## config.mk

```make
export PLATFORM = sky130hd
export DESIGN_NAME = ether_frame_gen_flat
export DESIGN_NICKNAME = d
export VERILOG_FILES = /design/src/rtl/ether_frame_gen_if.sv /design/src/rtl/ether_frame_gen.sv /design/src/flat_wrapper.sv
export SDC_FILE = /design/constraint.sdc
export NUM_CORES = 1
export LEC_CHECK = 0
export CORE_ASPECT_RATIO = 1.75
export CORE_UTILIZATION = 45
export DETAILED_ROUTE_END_ITERATION = 7
export GPL_ROUTABILITY_DRIVEN = 0
export PLACE_DENSITY = 0.65
export SLEW_MARGIN = 20
export SYNTH_ARGS = -nofsm -noshare
export SYNTH_HDL_FRONTEND = slang
export SYNTH_SLANG_ARGS = --single-unit
```

## constraint.sdc

```tcl
create_clock -name clk -period 6.2 [get_ports clk]
set_clock_uncertainty 0.15 [all_clocks]
set_input_delay 1.86 -clock clk [delete_from_list [all_inputs] [get_ports clk]]
set_output_delay 1.86 -clock clk [all_outputs]
set_load 0.05 [all_outputs]
```

## src/rtl/ether_frame_gen_if.sv

```systemverilog
// Control/status and GMII TX bundle for the Ethernet frame generator.
// The master side requests bursts; the slave side (the generator) drives
// burst status and the GMII transmit byte lane.
interface ether_frame_gen_if;
  logic        start;
  logic        stop;
  logic [15:0] count;
  logic        busy;
  logic        done;
  logic [15:0] frames_sent;
  logic        er;
  logic        en;
  logic [7:0]  data;

  modport master (
    output start, stop, count,
    input  busy, done, frames_sent, er, en, data
  );

  modport slave (
    input  start, stop, count,
    output busy, done, frames_sent, er, en, data
  );
endinterface

```

## src/rtl/ether_frame_gen.sv

```systemverilog
// GMII TX burst frame generator.
// Emits bursts of Ethernet II frames: preamble, SFD, fixed header, a
// sequence-seeded payload and a CRC-32 FCS, each followed by an idle gap.
// Every output is registered: the next-state logic works out which byte
// goes on the line next and it is captured together with the state.
module ether_frame_gen #(
  parameter logic [47:0] DST_MAC        = 48'hFFFF_FFFF_FFFF,
  parameter logic [47:0] SRC_MAC        = 48'h0011_2233_4455,
  parameter logic [15:0] ETHERTYPE      = 16'h88B5,
  parameter int          PAYLOAD_LEN    = 46,
  parameter int          PREAMBLE_BYTES = 7,
  parameter int          IFG_BYTES      = 12
) (
  input  logic             clk,
  input  logic             rst,
  ether_frame_gen_if.slave bus
);

  typedef enum logic [2:0] {
    S_IDLE,
    S_PRE,
    S_SFD,
    S_HDR,
    S_PAY,
    S_FCS,
    S_IFG
  } state_t;

  localparam logic [111:0] HDR_BYTES = {DST_MAC, SRC_MAC, ETHERTYPE};
  localparam logic [10:0]  PRE_LAST  = 11'(PREAMBLE_BYTES - 1);
  localparam logic [10:0]  PAY_LAST  = 11'(PAYLOAD_LEN - 1);
  localparam logic [10:0]  HDR_LAST  = 11'd13;
  localparam logic [10:0]  FCS_LAST  = 11'd3;
  localparam logic [7:0]   IFG_LAST  = 8'(IFG_BYTES - 1);
  localparam logic [31:0]  CRC_INIT  = 32'hFFFF_FFFF;
  localparam logic [31:0]  CRC_POLY  = 32'hEDB8_8320;

  // Reflected CRC-32 advanced by one byte, bit 0 of the byte first.
  function automatic logic [31:0] crc32_byte(input logic [31:0] crc, input logic [7:0] b);
    logic [31:0] c;
    c = crc ^ {24'h0, b};
    for (int k = 0; k < 8; k++) begin
      c = c[0] ? ((c >> 1) ^ CRC_POLY) : (c >> 1);
    end
    return c;
  endfunction

  // Header byte i, destination MAC most significant byte first.
  function automatic logic [7:0] hdr_byte(input logic [10:0] i);
    logic [111:0] sh;
    sh = HDR_BYTES << {i, 3'b000};
    return sh[111:104];
  endfunction

  state_t      state_q, state_d;
  logic [10:0] idx_q, idx_d;
  logic [7:0]  ifg_q, ifg_d;
  logic [7:0]  seq_q, seq_d;
  logic [15:0] count_q, count_d;
  logic [15:0] frames_q, frames_d;
  logic [31:0] crc_q, crc_d;
  logic        busy_q, busy_d;
  logic        done_q, done_d;
  logic        en_q, en_d;
  logic [7:0]  data_q, data_d;

  logic [31:0] crc_nx;
  logic [31:0] fcs;

  // Next state, counters, CRC and the byte to place on the line next cycle.
  always_comb begin
    state_d  = state_q;
    idx_d    = idx_q;
    ifg_d    = ifg_q;
    seq_d    = seq_q;
    count_d  = count_q;
    frames_d = frames_q;
    busy_d   = busy_q;
    done_d   = 1'b0;

    // The byte currently on the line (data_q) is folded in while it is a
    // header or payload byte, so the FCS is ready the cycle after the last
    // payload byte. Re-seeding in SFD keeps frames independent.
    crc_nx = ((state_q == S_HDR) || (state_q == S_PAY)) ? crc32_byte(crc_q, data_q) : crc_q;
    crc_d  = (state_q == S_SFD) ? CRC_INIT : crc_nx;
    fcs    = ~crc_nx;

    unique case (state_q)
      S_IDLE: begin
        if (bus.start) begin
          state_d  = S_PRE;
          idx_d    = '0;
          count_d  = bus.count;
          frames_d = '0;
          seq_d    = '0;
          busy_d   = 1'b1;
        end
      end
      S_PRE: begin
        if (idx_q == PRE_LAST) begin
          state_d = S_SFD;
          idx_d   = '0;
        end else begin
          idx_d = idx_q + 11'd1;
        end
      end
      S_SFD: begin
        state_d = S_HDR;
        idx_d   = '0;
      end
      S_HDR: begin
        if (idx_q == HDR_LAST) begin
          state_d = S_PAY;
          idx_d   = '0;
        end else begin
          idx_d = idx_q + 11'd1;
        end
      end
      S_PAY: begin
        if (idx_q == PAY_LAST) begin
          state_d = S_FCS;
          idx_d   = '0;
        end else begin
          idx_d = idx_q + 11'd1;
        end
      end
      S_FCS: begin
        if (idx_q == FCS_LAST) begin
          state_d = S_IFG;
          ifg_d   = '0;
        end else begin
          idx_d = idx_q + 11'd1;
          // The frame counts as sent as its final FCS byte goes out.
          if (idx_q == FCS_LAST - 11'd1) begin
            frames_d = frames_q + 16'd1;
            seq_d    = seq_q + 8'd1;
          end
        end
      end
      S_IFG: begin
        if (ifg_q == IFG_LAST) begin
          if (bus.stop || ((count_q != 16'd0) && (frames_q == count_q))) begin
            state_d = S_IDLE;
            busy_d  = 1'b0;
            done_d  = 1'b1;
          end else begin
            state_d = S_PRE;
            idx_d   = '0;
          end
        end else begin
          ifg_d = ifg_q + 8'd1;
        end
      end
      default: begin
        state_d = S_IDLE;
        busy_d  = 1'b0;
      end
    endcase

    en_d = (state_d == S_PRE) || (state_d == S_SFD) || (state_d == S_HDR) ||
           (state_d == S_PAY) || (state_d == S_FCS);

    unique case (state_d)
      S_PRE:   data_d = 8'h55;
      S_SFD:   data_d = 8'hD5;
      S_HDR:   data_d = hdr_byte(idx_d);
      S_PAY:   data_d = seq_q + idx_d[7:0];
      S_FCS: begin
        unique case (idx_d[1:0])
          2'd0:    data_d = fcs[7:0];
          2'd1:    data_d = fcs[15:8];
          2'd2:    data_d = fcs[23:16];
          default: data_d = fcs[31:24];
        endcase
      end
      default: data_d = 8'h00;
    endcase
  end

  // State, counters and registered outputs; reset truncates any frame in flight.
  always_ff @(posedge clk) begin
    if (rst) begin
      state_q  <= S_IDLE;
      idx_q    <= '0;
      ifg_q    <= '0;
      seq_q    <= '0;
      count_q  <= '0;
      frames_q <= '0;
      busy_q   <= 1'b0;
      done_q   <= 1'b0;
      en_q     <= 1'b0;
      data_q   <= 8'h00;
    end else begin
      state_q  <= state_d;
      idx_q    <= idx_d;
      ifg_q    <= ifg_d;
      seq_q    <= seq_d;
      count_q  <= count_d;
      frames_q <= frames_d;
      busy_q   <= busy_d;
      done_q   <= done_d;
      en_q     <= en_d;
      data_q   <= data_d;
    end
    // CRC is pure datapath and is re-seeded in SFD before it is ever used.
    crc_q <= crc_d;
  end

  assign bus.en          = en_q;
  assign bus.data        = data_q;
  assign bus.busy        = busy_q;
  assign bus.done        = done_q;
  assign bus.frames_sent = frames_q;
  // The generator never signals a transmit error.
  assign bus.er          = 1'b0;

endmodule

```

## src/flat_wrapper.sv

```systemverilog
// flat-port wrapper written by rule: the top's interface ports become plain ports
module ether_frame_gen_flat 
#(
  parameter logic [47:0] DST_MAC        = 48'hFFFF_FFFF_FFFF,
  parameter logic [47:0] SRC_MAC        = 48'h0011_2233_4455,
  parameter logic [15:0] ETHERTYPE      = 16'h88B5,
  parameter int          PAYLOAD_LEN    = 46,
  parameter int          PREAMBLE_BYTES = 7,
  parameter int          IFG_BYTES      = 12
)
  (clk, rst, bus_start, bus_stop, bus_count, bus_busy, bus_done, bus_frames_sent, bus_er, bus_en, bus_data);
  ether_frame_gen_if bus_i ();
  input  logic clk;
  input  logic rst;
  input wire logic [$bits(bus_i.start)-1:0] bus_start;
  input wire logic [$bits(bus_i.stop)-1:0] bus_stop;
  input wire logic [$bits(bus_i.count)-1:0] bus_count;
  output wire logic [$bits(bus_i.busy)-1:0] bus_busy;
  output wire logic [$bits(bus_i.done)-1:0] bus_done;
  output wire logic [$bits(bus_i.frames_sent)-1:0] bus_frames_sent;
  output wire logic [$bits(bus_i.er)-1:0] bus_er;
  output wire logic [$bits(bus_i.en)-1:0] bus_en;
  output wire logic [$bits(bus_i.data)-1:0] bus_data;
  assign bus_i.start = bus_start;
  assign bus_i.stop = bus_stop;
  assign bus_i.count = bus_count;
  assign bus_busy = bus_i.busy;
  assign bus_done = bus_i.done;
  assign bus_frames_sent = bus_i.frames_sent;
  assign bus_er = bus_i.er;
  assign bus_en = bus_i.en;
  assign bus_data = bus_i.data;
  ether_frame_gen #(.DST_MAC(DST_MAC), .SRC_MAC(SRC_MAC), .ETHERTYPE(ETHERTYPE), .PAYLOAD_LEN(PAYLOAD_LEN), .PREAMBLE_BYTES(PREAMBLE_BYTES), .IFG_BYTES(IFG_BYTES)) u_core (.clk(clk), .rst(rst), .bus(bus_i));
endmodule
```

==> out/qor.yml <==
floorplanning:
  start_util_pct: 46.4
  die_w_um: 91.3
  num_rows: 56
  pin_count: 48
  dieHeight_um: 158
  core_um2: 13500
  die_area_um2: 14400
worst_setup_path:
  crit_fanout: 5
  arrival_ps: 5600
  crit_path_end_kind: "register"
  cp.buffers_inverters: 1
  slowest_stage: "nor4_1"
  ff2ff_path_depth: 16
  cp-start-kind: "primary input"
  cp_num_cells: 16
  cp_cell_sequence: "clkdlybuf4s50_1 > nor4_1 > a21oi_1 > or2_2 > o21ai_2 > a21o_1 > ha_1 > a21o_1 > a21oi_1 > nor2b_1 > o21a_1 > o41a_1 > xor2_1 > xnor2_1 > nand2_1 > a41oi_1"
  crit_family: "compound AO/OA/AOI/OAI gates"
  required_ps: 6330
  path_class: "primary input to register"
  cp_slowest_stage_delay_ps: 480
logic_synthesis:
  synth.distinct_cells: 71
  synthFlopType: "dfxtp_1"
  synth_edf_count: 0
  ys_seq_area_share_pct: 33.5
  synth_area_um2: 6280
  synth_fp_nets: 814
  synth.ff_latch_count: 105
  synth_top_area_share_pct: 33.5
  yosys.area.top_type: "dfxtp_1"
  syn_inst: 780
  avgSynthCellArea_um2: 8.05
  synth_most_common_cell: "dfxtp_1"
  synth.top_cells.by_count: "dfxtp_1, nand2_1, nor2_1"
  synth.area.top_cells: "dfxtp_1, xor2_1, xnor2_1"
  yosysWarnings: 0
  synth-async-reset-ratio_pct: 0
cells_and_area:
  nNetsFinal: 829
  syn_to_final_growth_pct: 12.9
  layout-drive-gt1-share_pct: 6.13
  final_core_util_pct: 52.4
  multi_input_area_um2: 3920
  fin_area_um2: 7080
  diodes: 0
  nFillCells: 1330
  seq_area_um2: 2100
power:
  p_sw_uw: 1020
  power_frac_clock_pct: 23.1
  combPwrFrac_pct: 43.9
  swShare_pct: 38.9
  p_per_area_nw_per_um2: 369
  internal-power_uw: 1600
  p_seq_share_pct: 33.0
  worst_ir_drop_vdd_v: 0.000200
  p_leak_uw: 0.00276
drt:
  drc: 0
  routed-via-count: 5534
  antenna_left: 0
  drtIter0Drc: 197
  first_pass_iters: 5
  post_drt_wl_per_cell_um: 16.8
  viasPerCell: 5.68
  postRouteWirelength_um: 16400
hold_path:
  hp-class: "register to register"
  hold_depth: 2
place:
  postPlaceCellArea_um2: 6760
  dp_slack_ps: 437
  dp_hpwl_um: 12400
  portBuffers: 46
clock_network:
  worst_skew_pair.late_latency_ps: 360
  clkTransAtPathRegs_ps: 80
  clockBufferDepth: 2
  cts_hold_buf: 0
  cts_root_buf: "clkbuf_16"
  cts_sinks: 105
  h-tree-depth: 3
  postCtsResizedCells: 0
  cts_buffers: 9
  cts_tree: "built"
  post_cts_buffers: 0
sta:
  rsz0062_at_grt: "false"
  slew_violations: 0
  finalHoldViolations: 0
  final.period_utilization_pct: 88.3
  tightest_slew_ps: 1040
  max_freq_mhz: 183
  layout_setup_ws_ps: 728
  setup_violations: 0
  fin_crit_ps: 5470
  tns_ps: 0
  slew-limit-headroom_pct: 30.3
  hold_slack_ps: 341
global_routing:
  grt_pass1_wl_um: 26700
  grt_pass1_vias: 5525
  grt_max_degree: 45
  antenna_found_initial: 0
  grt_busiest_layer: "met2"
  grt_util_met2_pct: 46.0
  met3_usage_pct: 3.27
  grt_overflow: 0
  groute.usage.overall_pct: 23.6
  grt_use_met1_pct: 23.0
flow_run:
  max_cap_viol_count: 0
run_status:
  outcome: "complete, no violations"
power by group through the flow:
stage | Sequential [uW] | Clock [uW] | Combinational, uW
3_5_place_dp | 878 | 0 | 1140
4_1_cts | 862 | 616 | 1150
3_3_place_gp | 873 | 0 | 1120
2_1_floorplan | 868 | 0 | 903
5_1_grt | 874 | 642 | 1250
6_report | 864 | 604 | 1150
per-stage QoR:
stage,std cells,total power (uW)
2_1_floorplan,780,1770
3_3_place_gp,958,1990
3_5_place_dp,958,2010
4_1_cts,974,2630
5_1_grt,974,2770
6_report,974,2620
state kept, by name (all words and copies together) (netlist names):
register                flops
u_core.bus.busy             1
u_core.bus.data             8
u_core.count_q             16
u_core.idx_q               11
u_core.ifg_q                8
u_core.crc_q               32
u_core.seq_q                8
u_core.bus.en               1
u_core.bus.done             1
u_core.bus.frames_sent     16
u_core.state_q              3
metal layers:
| metal | share of wire (%) | vias to the layer above |
|---|---|---|
| met4 | 5.6 | 0 |
| met3 | 2.9 | 60 |
| met2 | 54 | 140 |
| met5 | 0 | - |
| li1 | - | 2703 |
| met1 | 37 | 2631 |
placed cells by master, fill, tap and decap left out, types with 13 or more instances in the layout:
cell / instances
nand2_1: 99
a31oi_1: 13
o21ai_0: 37
clkdlybuf4s50_1: 46
xor2_1: 61
nor2_1: 97
xnor2_1: 45
dfxtp_1: 105
a21oi_1: 56
nand3_1: 25
ha_1: 13
tightest hold or removal path, stage by stage, from the launching register on:
cell and delay, ps:
dfxtp_1 340, nand2_1 60, a21oi_1 50
worst paths after layout:
kind,from,end,slack [ps]
worst max-delay path,bus_start,u_core.bus.data[7]$_SDFF_PP0_,730
worst min-delay path,u_core.count_q[14]$_SDFFE_PP0P_,u_core.count_q[14]$_SDFFE_PP0P_,340
worst max register to register,u_core.idx_q[0]$_SDFF_PP0_,u_core.bus.data[7]$_SDFF_PP0_,1340
worst min register to register,u_core.count_q[14]$_SDFFE_PP0P_,u_core.count_q[14]$_SDFFE_PP0P_,340
kinds of logic (layout without fill, tap and decap cells):
kind of cell | Yosys count | after routing | synth area share, %
compound gates | 155 | 155 | 15.1
xor+xnor | 118 | 118 | 18.0
flops | 105 | 105 | 33.5
buf+inv | 58 | 78 | 4.25
fa+ha+maj | 14 | 14 | 2.91
simple gates | 319 | 319 | 24.6
mux | 10 | 10 | 1.61
other cells | 1 | 1 | 0.0598
area by class of cell:
| cell class | instances | share of cell area [%] |
|---|---|---|
| clock buffers | 9 | 3.18 |
| multi-input cells | 617 | 55.3 |
| repair buffers | 50 | 6.92 |
| well taps | 174 | 3.07 |
| inverters | 12 | 0.636 |
| flip-flops and latches | 105 | 29.7 |
| clock inverters | 7 | 1.22 |
No activity file was read; power rests on OpenSTA's default activity.
